`src/rtl/rv32v_types_pkg.sv`:
```
// Shared vector pipeline types: functional units, ALU ops,
// element width, LMUL and the decode->execute control bundle.
package rv32v_types_pkg;

  typedef enum logic [2:0] {
    FU_ALU  = 3'd0,
    FU_MUL  = 3'd1,
    FU_DIV  = 3'd2,
    FU_LSU  = 3'd3,
    FU_PERM = 3'd4,
    FU_RED  = 3'd5
  } fu_t;

  typedef enum logic [4:0] {
    VADD   = 5'd0,
    VSUB   = 5'd1,
    VAND   = 5'd2,
    VOR    = 5'd3,
    VXOR   = 5'd4,
    VSLL   = 5'd5,
    VSRL   = 5'd6,
    VSRA   = 5'd7,
    VMIN   = 5'd8,
    VMAX   = 5'd9,
    VMUL   = 5'd10,
    VMERGE = 5'd11
  } valuop_t;

  typedef enum logic [1:0] {
    SEW8  = 2'd0,
    SEW16 = 2'd1,
    SEW32 = 2'd2
  } sew_t;

  typedef enum logic [2:0] {
    LMUL1  = 3'd0,
    LMUL2  = 3'd1,
    LMUL4  = 3'd2,
    LMUL8  = 3'd3,
    LMULF8 = 3'd5,
    LMULF4 = 3'd6,
    LMULF2 = 3'd7
  } vlmul_t;

  typedef struct packed {
    fu_t         fu_type;
    valuop_t     aluop;
    logic [4:0]  vd;
    sew_t        sew;
    vlmul_t      lmul;
    logic        is_masked;
    logic        vd_widen;
    logic        vd_narrow;
    logic        rd_wen;
    logic [4:0]  rd_sel;
    logic [31:0] rd_data;
  } de_ctrl_t;

endpackage

```
`src/rtl/rv32v_lane_enable.sv`:
```
// Resolves per-lane write enables and the last-beat flag.
// Ports: req/mask lane bits, is_masked, eidx, vl -> en, last.
module rv32v_lane_enable
  import rv32v_types_pkg::*;
#(
  parameter int NUM_LANES = 2
) (
  input  logic [NUM_LANES-1:0] req,
  input  logic [NUM_LANES-1:0] mask,
  input  logic                 is_masked,
  input  logic [31:0]          eidx,
  input  logic [31:0]          vl,
  output logic [NUM_LANES-1:0] en,
  output logic                 last
);

  // 33-bit math so eidx near 2^32 cannot wrap below vl.
  logic [32:0] base;
  logic [32:0] lim;

  assign base = {1'b0, eidx};
  assign lim  = {1'b0, vl};

  always_comb begin
    en = '0;
    for (int l = 0; l < NUM_LANES; l++) begin
      en[l] = req[l]
            & ((base + 33'(l)) < lim)
            & (~is_masked | mask[l]);
    end
  end

  // vl = 0 satisfies this trivially.
  assign last = (base + 33'(NUM_LANES)) >= lim;

endmodule

```
`src/rtl/rv32v_de_pipe_reg.sv`:
```
// Elastic decode->execute FIFO with flush and lane enables.
// Ports: in_* beat + valid/ready, out_* head + valid/ready, count.
module rv32v_de_pipe_reg
  import rv32v_types_pkg::*;
#(
  parameter int NUM_LANES = 2,
  parameter int DATA_W    = 32,
  parameter int DEPTH     = 2
) (
  input  logic                          CLK,
  input  logic                          nRST,
  input  logic                          flush,
  input  logic                          in_valid,
  output logic                          in_ready,
  input  de_ctrl_t                      in_ctrl,
  input  logic [NUM_LANES*DATA_W-1:0]   in_vs1,
  input  logic [NUM_LANES*DATA_W-1:0]   in_vs2,
  input  logic [NUM_LANES*DATA_W-1:0]   in_vs3,
  input  logic [NUM_LANES-1:0]          in_wen,
  input  logic [NUM_LANES-1:0]          in_mask,
  input  logic [31:0]                   in_eidx,
  input  logic [31:0]                   in_vl,
  output logic                          out_valid,
  input  logic                          out_ready,
  output de_ctrl_t                      out_ctrl,
  output logic [NUM_LANES*DATA_W-1:0]   out_vs1,
  output logic [NUM_LANES*DATA_W-1:0]   out_vs2,
  output logic [NUM_LANES*DATA_W-1:0]   out_vs3,
  output logic [NUM_LANES-1:0]          out_wen,
  output logic                          out_last,
  output logic [$clog2(DEPTH):0]        count
);

  localparam int PW = $clog2(DEPTH);
  localparam int CW = PW + 1;
  localparam int VW = NUM_LANES * DATA_W;

  de_ctrl_t             ctrl_q [DEPTH];
  logic [VW-1:0]        vs1_q  [DEPTH];
  logic [VW-1:0]        vs2_q  [DEPTH];
  logic [VW-1:0]        vs3_q  [DEPTH];
  logic [NUM_LANES-1:0] wen_q  [DEPTH];
  logic                 last_q [DEPTH];

  logic [PW-1:0]        wr_ptr;
  logic [PW-1:0]        rd_ptr;
  logic                 push;
  logic                 pop;
  logic [NUM_LANES-1:0] lane_en;
  logic                 lane_last;

  rv32v_lane_enable #(
    .NUM_LANES (NUM_LANES)
  ) u_lane_enable (
    .req       (in_wen),
    .mask      (in_mask),
    .is_masked (in_ctrl.is_masked),
    .eidx      (in_eidx),
    .vl        (in_vl),
    .en        (lane_en),
    .last      (lane_last)
  );

  assign in_ready  = count < CW'(DEPTH);
  assign out_valid = count != '0;
  assign push      = in_valid & in_ready & ~flush;
  assign pop       = out_valid & out_ready & ~flush;

  always_ff @(posedge CLK) begin
    if (push) begin
      ctrl_q[wr_ptr] <= in_ctrl;
      vs1_q[wr_ptr]  <= in_vs1;
      vs2_q[wr_ptr]  <= in_vs2;
      vs3_q[wr_ptr]  <= in_vs3;
      wen_q[wr_ptr]  <= lane_en;
      last_q[wr_ptr] <= lane_last;
    end
  end

  always_ff @(posedge CLK or negedge nRST) begin
    if (!nRST) begin
      wr_ptr <= '0;
      rd_ptr <= '0;
      count  <= '0;
    end else if (flush) begin
      wr_ptr <= '0;
      rd_ptr <= '0;
      count  <= '0;
    end else begin
      if (push) wr_ptr <= wr_ptr + 1'b1;
      if (pop)  rd_ptr <= rd_ptr + 1'b1;
      unique case ({push, pop})
        2'b10:   count <= count + 1'b1;
        2'b01:   count <= count - 1'b1;
        default: count <= count;
      endcase
    end
  end

  // Storage is never reset, so mask the head while empty.
  assign out_ctrl = out_valid ? ctrl_q[rd_ptr] : '0;
  assign out_vs1  = out_valid ? vs1_q[rd_ptr]  : '0;
  assign out_vs2  = out_valid ? vs2_q[rd_ptr]  : '0;
  assign out_vs3  = out_valid ? vs3_q[rd_ptr]  : '0;
  assign out_wen  = out_valid ? wen_q[rd_ptr]  : '0;
  assign out_last = out_valid & last_q[rd_ptr];

endmodule
```
`config.mk`:
```
export PLATFORM = sky130hd
export DESIGN_NAME = rv32v_de_pipe_reg
export DESIGN_NICKNAME = d
export VERILOG_FILES = /design/src/rtl/rv32v_types_pkg.sv /design/src/rtl/rv32v_lane_enable.sv /design/src/rtl/rv32v_de_pipe_reg.sv
export SDC_FILE = /design/constraint.sdc
export NUM_CORES = 1
export LEC_CHECK = 0
export CORE_MARGIN = 10
export CORE_UTILIZATION = 53
export DETAILED_ROUTE_END_ITERATION = 8
export HOLD_SLACK_MARGIN = 0.08
export PLACE_DENSITY = 0.86
export SLEW_MARGIN = 20
export SYNTH_ARGS = -nofsm -noshare
export SYNTH_HDL_FRONTEND = slang
export SYNTH_SLANG_ARGS = --single-unit
```
`constraint.sdc`:
```
create_clock -name CLK -period 49.3 [get_ports CLK]
set_input_delay 7.395 -clock CLK [delete_from_list [all_inputs] [get_ports CLK]]
set_output_delay 7.395 -clock CLK [all_outputs]
set_load 0.01 [all_outputs]
```
* Yosys cells after proc, flatten, opt, wreduce, memory -nomap -nowiden *
Memory sizes are Yosys's and may differ from the RTL's.
Cells that the tools add are included.

storage, ports and cells
  memories kept = 6
  input bits = 324
  register bits after elaboration = 4
  memory bits (writable) = 508

cells by class
  magnitude comparators = 4
  eq/ne operators = 2
  multiplexer cells = 13
  reductions and logical operators = 4
  add/subtract/negate cells = 6
  bitwise logic cells = 13

memory list
  memory  words  bits a word  rd ports  clocked after Yosys merged registers in  wr ports  RTL line                 text
  vs1_q   2      64           1         0                                        1         rv32v_de_pipe_reg.sv:39  logic [VW-1:0] vs1_q [DEPTH];
  vs2_q   2      64           1         0                                        1         rv32v_de_pipe_reg.sv:40  logic [VW-1:0] vs2_q [DEPTH];
  vs3_q   2      64           1         0                                        1         rv32v_de_pipe_reg.sv:41  logic [VW-1:0] vs3_q [DEPTH];
  ctrl_q  2      59           1         0                                        1         rv32v_de_pipe_reg.sv:38  de_ctrl_t ctrl_q [DEPTH];
  wen_q   2      2            1         0                                        1         rv32v_de_pipe_reg.sv:42  logic [NUM_LANES-1:0] wen_q [DEPTH];
  last_q  2      1            1         0                                        1         rv32v_de_pipe_reg.sv:43  logic last_q [DEPTH];

operators with widths
  operator                                           number
  2-to-1 mux 64 bit                                  3
  2-to-1 mux 59 bit                                  1
  adder 32 x 1 -> 33 bit (second input constant)     1
  adder 32 x 2 -> 33 bit (second input constant)     1
  >= comparator 33 x 32 -> 1 bit                     1
  < comparator 33 x 32 -> 1 bit                      1
  < comparator 32 bit                                1
  bitwise AND 1 bit                                  9
  2-to-1 mux 1 bit                                   6
  nonzero test 2 bit                                 3
  2-to-1 mux 2 bit                                   2
  one-hot mux 2 bit (2 select lines)                 1
  nonzero test 3 bit                                 1
  adder 1 bit (second input constant)                2
  adder 2 x 1 -> 2 bit (second input constant)       1
  == test 2 x 1 -> 1 bit (second input constant)     1
  == test 2 bit (second input constant)              1
  < comparator 2 bit (second input constant)         1
  inverter 1 bit                                     2
  bitwise OR 1 bit                                   2
  subtractor 2 x 1 -> 2 bit (second input constant)  1

* Depth between registers and ports, before layout *
Gate-level depths: netlist of the first run.

  depth after elaboration = 6
  depth in mapped cells = 15
  depth with buffers taken out = 13

* Cells and area by module *
From an unflattened synthesis of the first run, not the netlist that was laid out.

unflattened totals
  cells, all modules = 1532
  area total of the unflattened synthesis = 22845.7 sq um

modules (own cells, without submodules)
  module             area an instance (sq um)  cells an instance  instances
  rv32v_de_pipe_reg  19570.0                   1096               1
  rv32v_lane_enable  3275.6                    436                1

* Worst setup path before layout of the first run *
OpenSTA, ideal clock, no wires.

  kind = in2reg
  start = in in_valid
  end = mem ctrl_q[1][0] (netlist bit) (enable)
  stages on the path = 2
  required time = 48.069 ns
  data arrival time = 25.722 ns
  setup slack = 22.347 ns
  cells stage by stage = nand2_1 -> nor3b_1

between the ends
  cells in the longest elaborated chain, start to end = 4

RTL lines
  element                                 RTL line                 text
  start, declared                         rv32v_de_pipe_reg.sv:13  input logic in_valid,
  bitwise AND 1 bit (2 in series)         rv32v_de_pipe_reg.sv:66  assign push = in_valid & in_ready & ~flush;
  2-to-1 mux 1 bit                        rv32v_de_pipe_reg.sv:70  if (push) begin
  2-to-1 mux 1 bit (implied by the code)  rv32v_de_pipe_reg.sv:71  ctrl_q[wr_ptr] <= in_ctrl;
  end, declared                           rv32v_de_pipe_reg.sv:38

Every way passes these cells.

* Worst setup path in the final report of the first run *
  start = reg rd_ptr
  end = out out_vs2[49]

between the ends
  cells in the longest elaborated chain, start to end = 2

RTL lines
  element                 RTL line                  text
  start, declared         rv32v_de_pipe_reg.sv:46   logic [PW-1:0] rd_ptr;
  start signal, assigned  rv32v_de_pipe_reg.sv:91   if (pop) rd_ptr <= rd_ptr + 1'b1;
  memory (2 x 64 bit)     --
  2-to-1 mux 64 bit       rv32v_de_pipe_reg.sv:103  assign out_vs2 = out_valid ? vs2_q[rd_ptr] : '0;
  end, declared           rv32v_de_pipe_reg.sv:27   output logic [NUM_LANES*DATA_W-1:0] out_vs2,

Every way passes these cells.

==> results of run 1 <==
cells in the final DEF, fill, tap and decap left out, types with 25 or more instances in the layout:
cell type          n
diode_2           25
clkdlybuf4s50_1  581
nand4_1           28
clkbuf_16         52
nor2_1           280
xor2_1            25
nand2_1           35
inv_1             37
mux2i_1          254
xnor2_1           36
a21oi_1           30
ha_1              97
edfxtp_1         508
flip-flops by register name, indices dropped and copies added (netlist names):
| signal | flops |
|---|---|
| last_q | 2 |
| wen_q | 4 |
| ctrl_q | 118 |
| wr_ptr | 1 |
| vs1_q | 128 |
| count | 2 |
| rd_ptr | 1 |
| vs2_q | 128 |
| vs3_q | 128 |
final cells by class:
class	count	area (sq um)	area share, %
Timing Repair Buffer	595	5930	19.6
Inverter	37	139	0.458
Antenna cell	25	62.6	0.206
Tap cell	539	674	2.22
Clock buffer	74	1400	4.63
Multi-Input combinational cell	907	6640	21.9
Clock inverter	17	128	0.421
Sequential cell	512	15400	50.6
power by group through the flow:
stage	registers (mW)	clock network [mW]	logic [mW]
floorplan	0.524	0	0.0736
global placement	0.514	0	0.159
detailed placement	0.515	0	0.162
CTS	0.506	0.366	0.163
global route	0.507	0.383	0.174
finish	0.506	0.359	0.163
routing by layer:
layer	share of wire [%]	wire [um]	track usage, %
met1	36	25100	30.0
met2	50	34700	43.4
met3	9.1	6290	8.43
met4	4.3	2980	13.5
met5	0.094	65	0
critical path, delay by kind of cell, from the launching register on:
kind                   cells  cell delay, ns
flip-flops                 1            0.96
buffers and inverters      3            2.14
multiplexers               1            0.31
AND/OR/NAND/NOR            1            0.07
worst min path at each step:
stage / from / to / slack [ns] / depth (start not counted)
6_report: wr_ptr / wr_ptr / 0.61 / 2
5_1_grt: wr_ptr / wr_ptr / 0.66 / 2
4_1_cts: wr_ptr / wr_ptr / 0.61 / 2
3_5_place_dp: wr_ptr / wr_ptr / 0.58 / 2
3_3_place_gp: wr_ptr / wr_ptr / 0.57 / 2
2_1_floorplan: wr_ptr / wr_ptr / 0.52 / 2
cells by family after synthesis:
| kind of cell | share of synthesized area, % |
|---|---|
| flops | 68.6 |
| simple gates | 8.19 |
| mux | 11.4 |
| buf+inv | 1.83 |
| fa+ha+maj | 5.42 |
| compound gates | 2.21 |
| xor+xnor | 2.39 |
through the flow:
stage	worst slack [ns]	util (%)	power [mW]	hold WS, ns
final	37.74	72.5	1.03	0.611
after floorplan	22.35	-	0.597	0.525
after global placement	38.31	68.7	0.673	0.566
after global routing	37.50	72.5	1.06	0.655
after CTS	37.65	72.3	1.04	0.607
after detailed placement	38.19	68.7	0.677	0.585
==> qor.yml, run 1 <==
outcome: "complete, no violations"
synth_top_area_cell: "edfxtp_1"
synth_seq_area_share_pct: 68.6
r2r_start: "count[1]"
synthTopCellsByArea: "edfxtp_1 68%, mux2i_1 11%, ha_1 5.4%, nor2_1 4.7%, xnor2_1 1.4%"
detail_route.wl_per_cell_um: 25.6
arrival_ns: 4.17
max_freq_mhz: 86.5
switching_power_mw: 0.249
synth_nets: 1946
power.leakage_nw: 10.5
skew_ns: 0.0123
max_slew_margin_pct: 27.6
dr.pass1.iters: 5
path_clk_slew_ns: 0.06
synth.most_common_cell: "edfxtp_1"
h-tree-depth: 2
reg2reg_to: "ctrl_q[0][39]"
reg2regPathDepth: 5
fp.dieW_um: 226
slowest_delay_ns: 0.96
tightestPinTransition_ns: 1.09
netlist_instances: 1525
grt_use_total_pct: 26.2
p_comb_share_pct: 15.9
p_clk_share_pct: 34.9
vias: 15059
period_needed_ns: 11.56
grt_pass1_vias: 15365
switching_share_pct: 24.3
avgSynthCellArea_sq_um: 14.7
place_inst: 2590
grt_pass1_wl_um: 98700
cp-end-kind: "output port"
drc_errors: 0
wirelength_um: 69200
endpoint: "out_vs2[49]"
cts_buffer_depth: 3
die_y_um: 226
syn_to_final_growth_pct: 35.5
rrSetupSlack_ns: 46.33
cts_tree: "yes"
hold_violations: 0
min_period_over_period_pct: 23.4
final_nets: 2525
root_buffer: "clkbuf_16"
postLayoutCellArea_sq_um: 30300
start_util_pct: 53.5
ys.flop_type: "edfxtp_1"
synth.distinct_cells: 44
clock_latency_ns: 0.59
pwr-share-seq_pct: 49.2
cell_internal_pwr_mw: 0.778
ios: 582
synth_edf_count: 508
viasPerCell: 5.57
rsz0062_at_grt: "no"
maxCapViolations: 0
yosys_warnings: 0
hold_buffers: 0
setup_viol: 0
synth-seq-cells: 512
dieArea_sq_um: 50900
drive_gt1_share_pct: 4.20
fin_cells: 2706
slew_viol_final: 0
fillerInstances: 2604
dp_hpwl_um: 50800
synth_area_sq_um: 22400
synthArstFlopShare_pct: 0.781
cts_setup_buffers: 0
cts.repair.resized: 0
power_density_nw_per_um2: 33.9
cts_buffers: 51
hold_class: "register to register"
drtAntennaViolNets: 0
startpoint_type: "register"
io_buffers: 581
postPlaceCellArea_sq_um: 28700
path_cells: "buf_4 -> buf_4 -> mux2i_1 -> nor2_1 -> clkdlybuf4s50_1"
irDropWorstVdd_mv: 0.0330
drt_iter0_drc: 1337
grt_antenna_before_repair: 29
grt-ovfl-total: 0
grt_max_degree: 185
clkSinkCount: 512
slowest_stage: "dfrtp_4"
synth_top_area_share_pct: 68.1
ys_top_cells_by_count: "508 x edfxtp_1, 281 x nor2_1, 254 x mux2i_1"
required_ns: 41.91
num_rows: 75
worst-setup-path-type: "register to output port"
crit_path_start: "rd_ptr"
crit_path_max_fanout: 59
gp_congestion: 0.922
design.core.area_sq_um: 41900
setup_tns_ns: 0
cpMostUsedCell: "buf_4"
No activity file was read; power rests on OpenSTA's default activity.
==> inputs of run 2 (changes only) <==
Settings changed: CORE_UTILIZATION 53 to 44, PLACE_DENSITY 0.86 to 0.76.
Clock period 49.3 ns to 10.6 ns, I/O delays scaled along.
==> qor.yml, run 2 (synthesis gave the netlist of run 1 again) <==
outcome: "complete, no violations"  # unchanged
drive_gt1_share_pct: 4.98  # was 4.20%
cts_buffers: 53  # was 51
cell_internal_pwr_mw: 3.85  # was 0.778 mW
drtAntennaViolNets: 0  # unchanged
layout_setup_ws_ns: 4.99  # was 37.74 ns
setup_tns_ns: 0  # unchanged
h-tree-depth: 2  # unchanged
fin_cells: 2829  # was 2,706
min_period_over_period_pct: 52.9
skew_ns: 0.0152  # was 0.0123 ns
grt_pass1_wl_um: 95400  # was 98,700 um
clkSinkCount: 512  # unchanged
cts.repair.resized: 0  # unchanged
drt_iter0_drc: 821  # was 1,337
dp_hpwl_um: 49100  # was 50,800 um
period_needed_ns: 5.61
slew_viol_final: 0  # unchanged
hold_violations: 0  # unchanged
path_cells: "buf_12 -> buf_4 -> mux2i_1 -> nor2_1 -> clkdlybuf4s50_1"  # was buf_4 -> buf_4 -> mux2i_1 -> nor2_1 -> clkdlybuf4s50_1
pwr-share-seq_pct: 46.7  # was 49.2%
slowest_stage: "buf_4"  # was dfrtp_4
hold_class: "register to register"  # unchanged
crit_path_max_fanout: 138  # was 59
crit_family: "buffers and inverters"  # unchanged
switching_share_pct: 23.4  # was 24.3%
wirelength_um: 66400  # was 69,200 um
largestRegisters: "vs1_q x128, vs2_q x128, vs3_q x128"  # unchanged
start_util_pct: 44.5  # was 53.5%
tightestPinTransition_ns: 1.16  # was 1.09 ns
max_freq_mhz: 178
grt_use_total_pct: 21.0  # was 26.2%
num_rows: 82  # was 75
arrival_ns: 4.02  # was 4.17 ns
final_common_cell: "clkdlybuf4s50_1"  # unchanged
syn_to_final_growth_pct: 37.5  # was 35.5%
required_ns: 9.01  # was 41.91 ns
post-place-ws_ns: 5.07  # was 38.19 ns
postPlaceCellArea_sq_um: 28900  # was 28,700 sq um
die_y_um: 246  # was 226 um
ios: 582  # unchanged
gp_congestion: 0.933  # was 0.922
path_buf_inv: 3  # unchanged
p_clk_share_pct: 38.2  # was 34.9%
worst-setup-path-type: "register to output port"  # unchanged
rsz0062_at_grt: "no"  # unchanged
clock_latency_ns: 0.59  # about the same
viasPerCell: 5.17  # was 5.57
cts_setup_buffers: 0  # unchanged
p_comb_share_pct: 15.1  # was 15.9%
design.core.area_sq_um: 50300  # was 41,900 sq um
drc_errors: 0  # unchanged
cts_tree: "yes"  # unchanged
place_inst: 2722  # was 2,590
setup_viol: 0  # unchanged
grt_pass1_vias: 14900  # was 15,365
dieArea_sq_um: 60300  # was 50,900 sq um
power_density_nw_per_um2: 163  # was 33.9 nW/um^2
cts_buffer_depth: 3  # unchanged
hold_slack_ns: 0.633  # was 0.611 ns
startpoint_type: "register"  # unchanged
detail_route.wl_per_cell_um: 23.5  # was 25.6 um
grt_antenna_before_repair: 12  # was 29
root_buffer: "clkbuf_16"  # unchanged
irDropWorstVdd_mv: 0.130  # was 0.0330 mV
postLayoutCellArea_sq_um: 30800  # was 30,300 sq um
maxCapViolations: 0  # unchanged
cp-end-kind: "output port"  # unchanged
dr.pass1.iters: 4  # was 5
io_buffers: 581  # unchanged
path_clk_slew_ns: 0.06  # about the same
switching_power_mw: 1.17  # was 0.249 mW
final_nets: 2526  # was 2,525
slowest_delay_ns: 0.85  # was 0.96 ns
fp.dieW_um: 246  # was 226 um
hold_buffers: 0  # unchanged
grt-ovfl-total: 0  # unchanged
max_slew_margin_pct: 22.4  # was 27.6%
final_cell_mix: "581 x clkdlybuf4s50_1, 508 x edfxtp_1, 280 x nor2_1"  # unchanged
grt_max_degree: 156  # was 185
power.leakage_nw: 10.7  # was 10.5 nW
vias: 14637  # was 15,059
-- run 2: cell types whose count changed in the layout (fill, tap and decap cells not counted), sizes merged --
cell,previous run,this run
buf,14,13
bufinv,0,9
clkbuf,74,58
clkinv,13,26
diode,25,9
inv,39,40
-- run 2: layout make-up --
cell class	count	area, sq um
diodes	9	22.5
clock buffers	58	1370
clock inverters	40	449
fillers	3765	19500
inverters	37	139
multi-input cells	907	6650
flip-flops and latches	512	15400
well taps	672	841
repair buffers	594	5940
-- run 2: path summary, 6_finish.rpt --
check                              start      endpoint  slack (ns)  cells past startpoint
worst max register to register  count[1]  vs1_q[0][50]        7.63                      5
min in group asynchronous           nRST        rd_ptr        1.20                      1
worst max-delay path              rd_ptr   out_vs1[56]        4.99                      5
worst min-delay path              wr_ptr        wr_ptr        0.63                      2
worst min register to register    wr_ptr        wr_ptr        0.63                      2
max in group asynchronous           nRST        rd_ptr        9.21                      1
-- run 2: worst register-to-register path, delay by kind of cell (launching register included) --
| kind | cells | cell delay, ns |
|---|---|---|
| simple gates | 2 | 0.30 |
| flops | 1 | 0.46 |
| buf+inv | 3 | 1.74 |
-- run 2: power groups by stage --
| stage | registers, mW | logic [mW] | clock network [mW] |
|---|---|---|---|
| 6_report | 2.35 | 0.760 | 1.92 |
| 5_1_grt | 2.35 | 0.813 | 2.04 |
| 4_1_cts | 2.35 | 0.767 | 1.96 |
| 3_5_place_dp | 2.39 | 0.762 | 0 |
| 3_3_place_gp | 2.38 | 0.753 | 0 |
| 2_1_floorplan | 2.40 | 0.343 | 0 |
-- run 2: per-stage QoR --
step	power, mW	utilization [%]
floorplan	2.74	-
global placement	3.14	57.5
detailed placement	3.15	57.5
CTS	5.08	61.1
global route	5.21	61.2
finish	5.02	61.2
-- run 2: per-layer routing --
layer | wire, um | share of wire (%) | vias up | global-route usage, %
met5 | 51 | 0.077 | - | 0
li1 | - | - | 6848 | -
met1 | 25100 | 38 | 7176 | 24.0
met3 | 5470 | 8.2 | 106 | 6.98
met2 | 33800 | 51 | 499 | 36.2
met4 | 2000 | 3.0 | 8 | 7.08
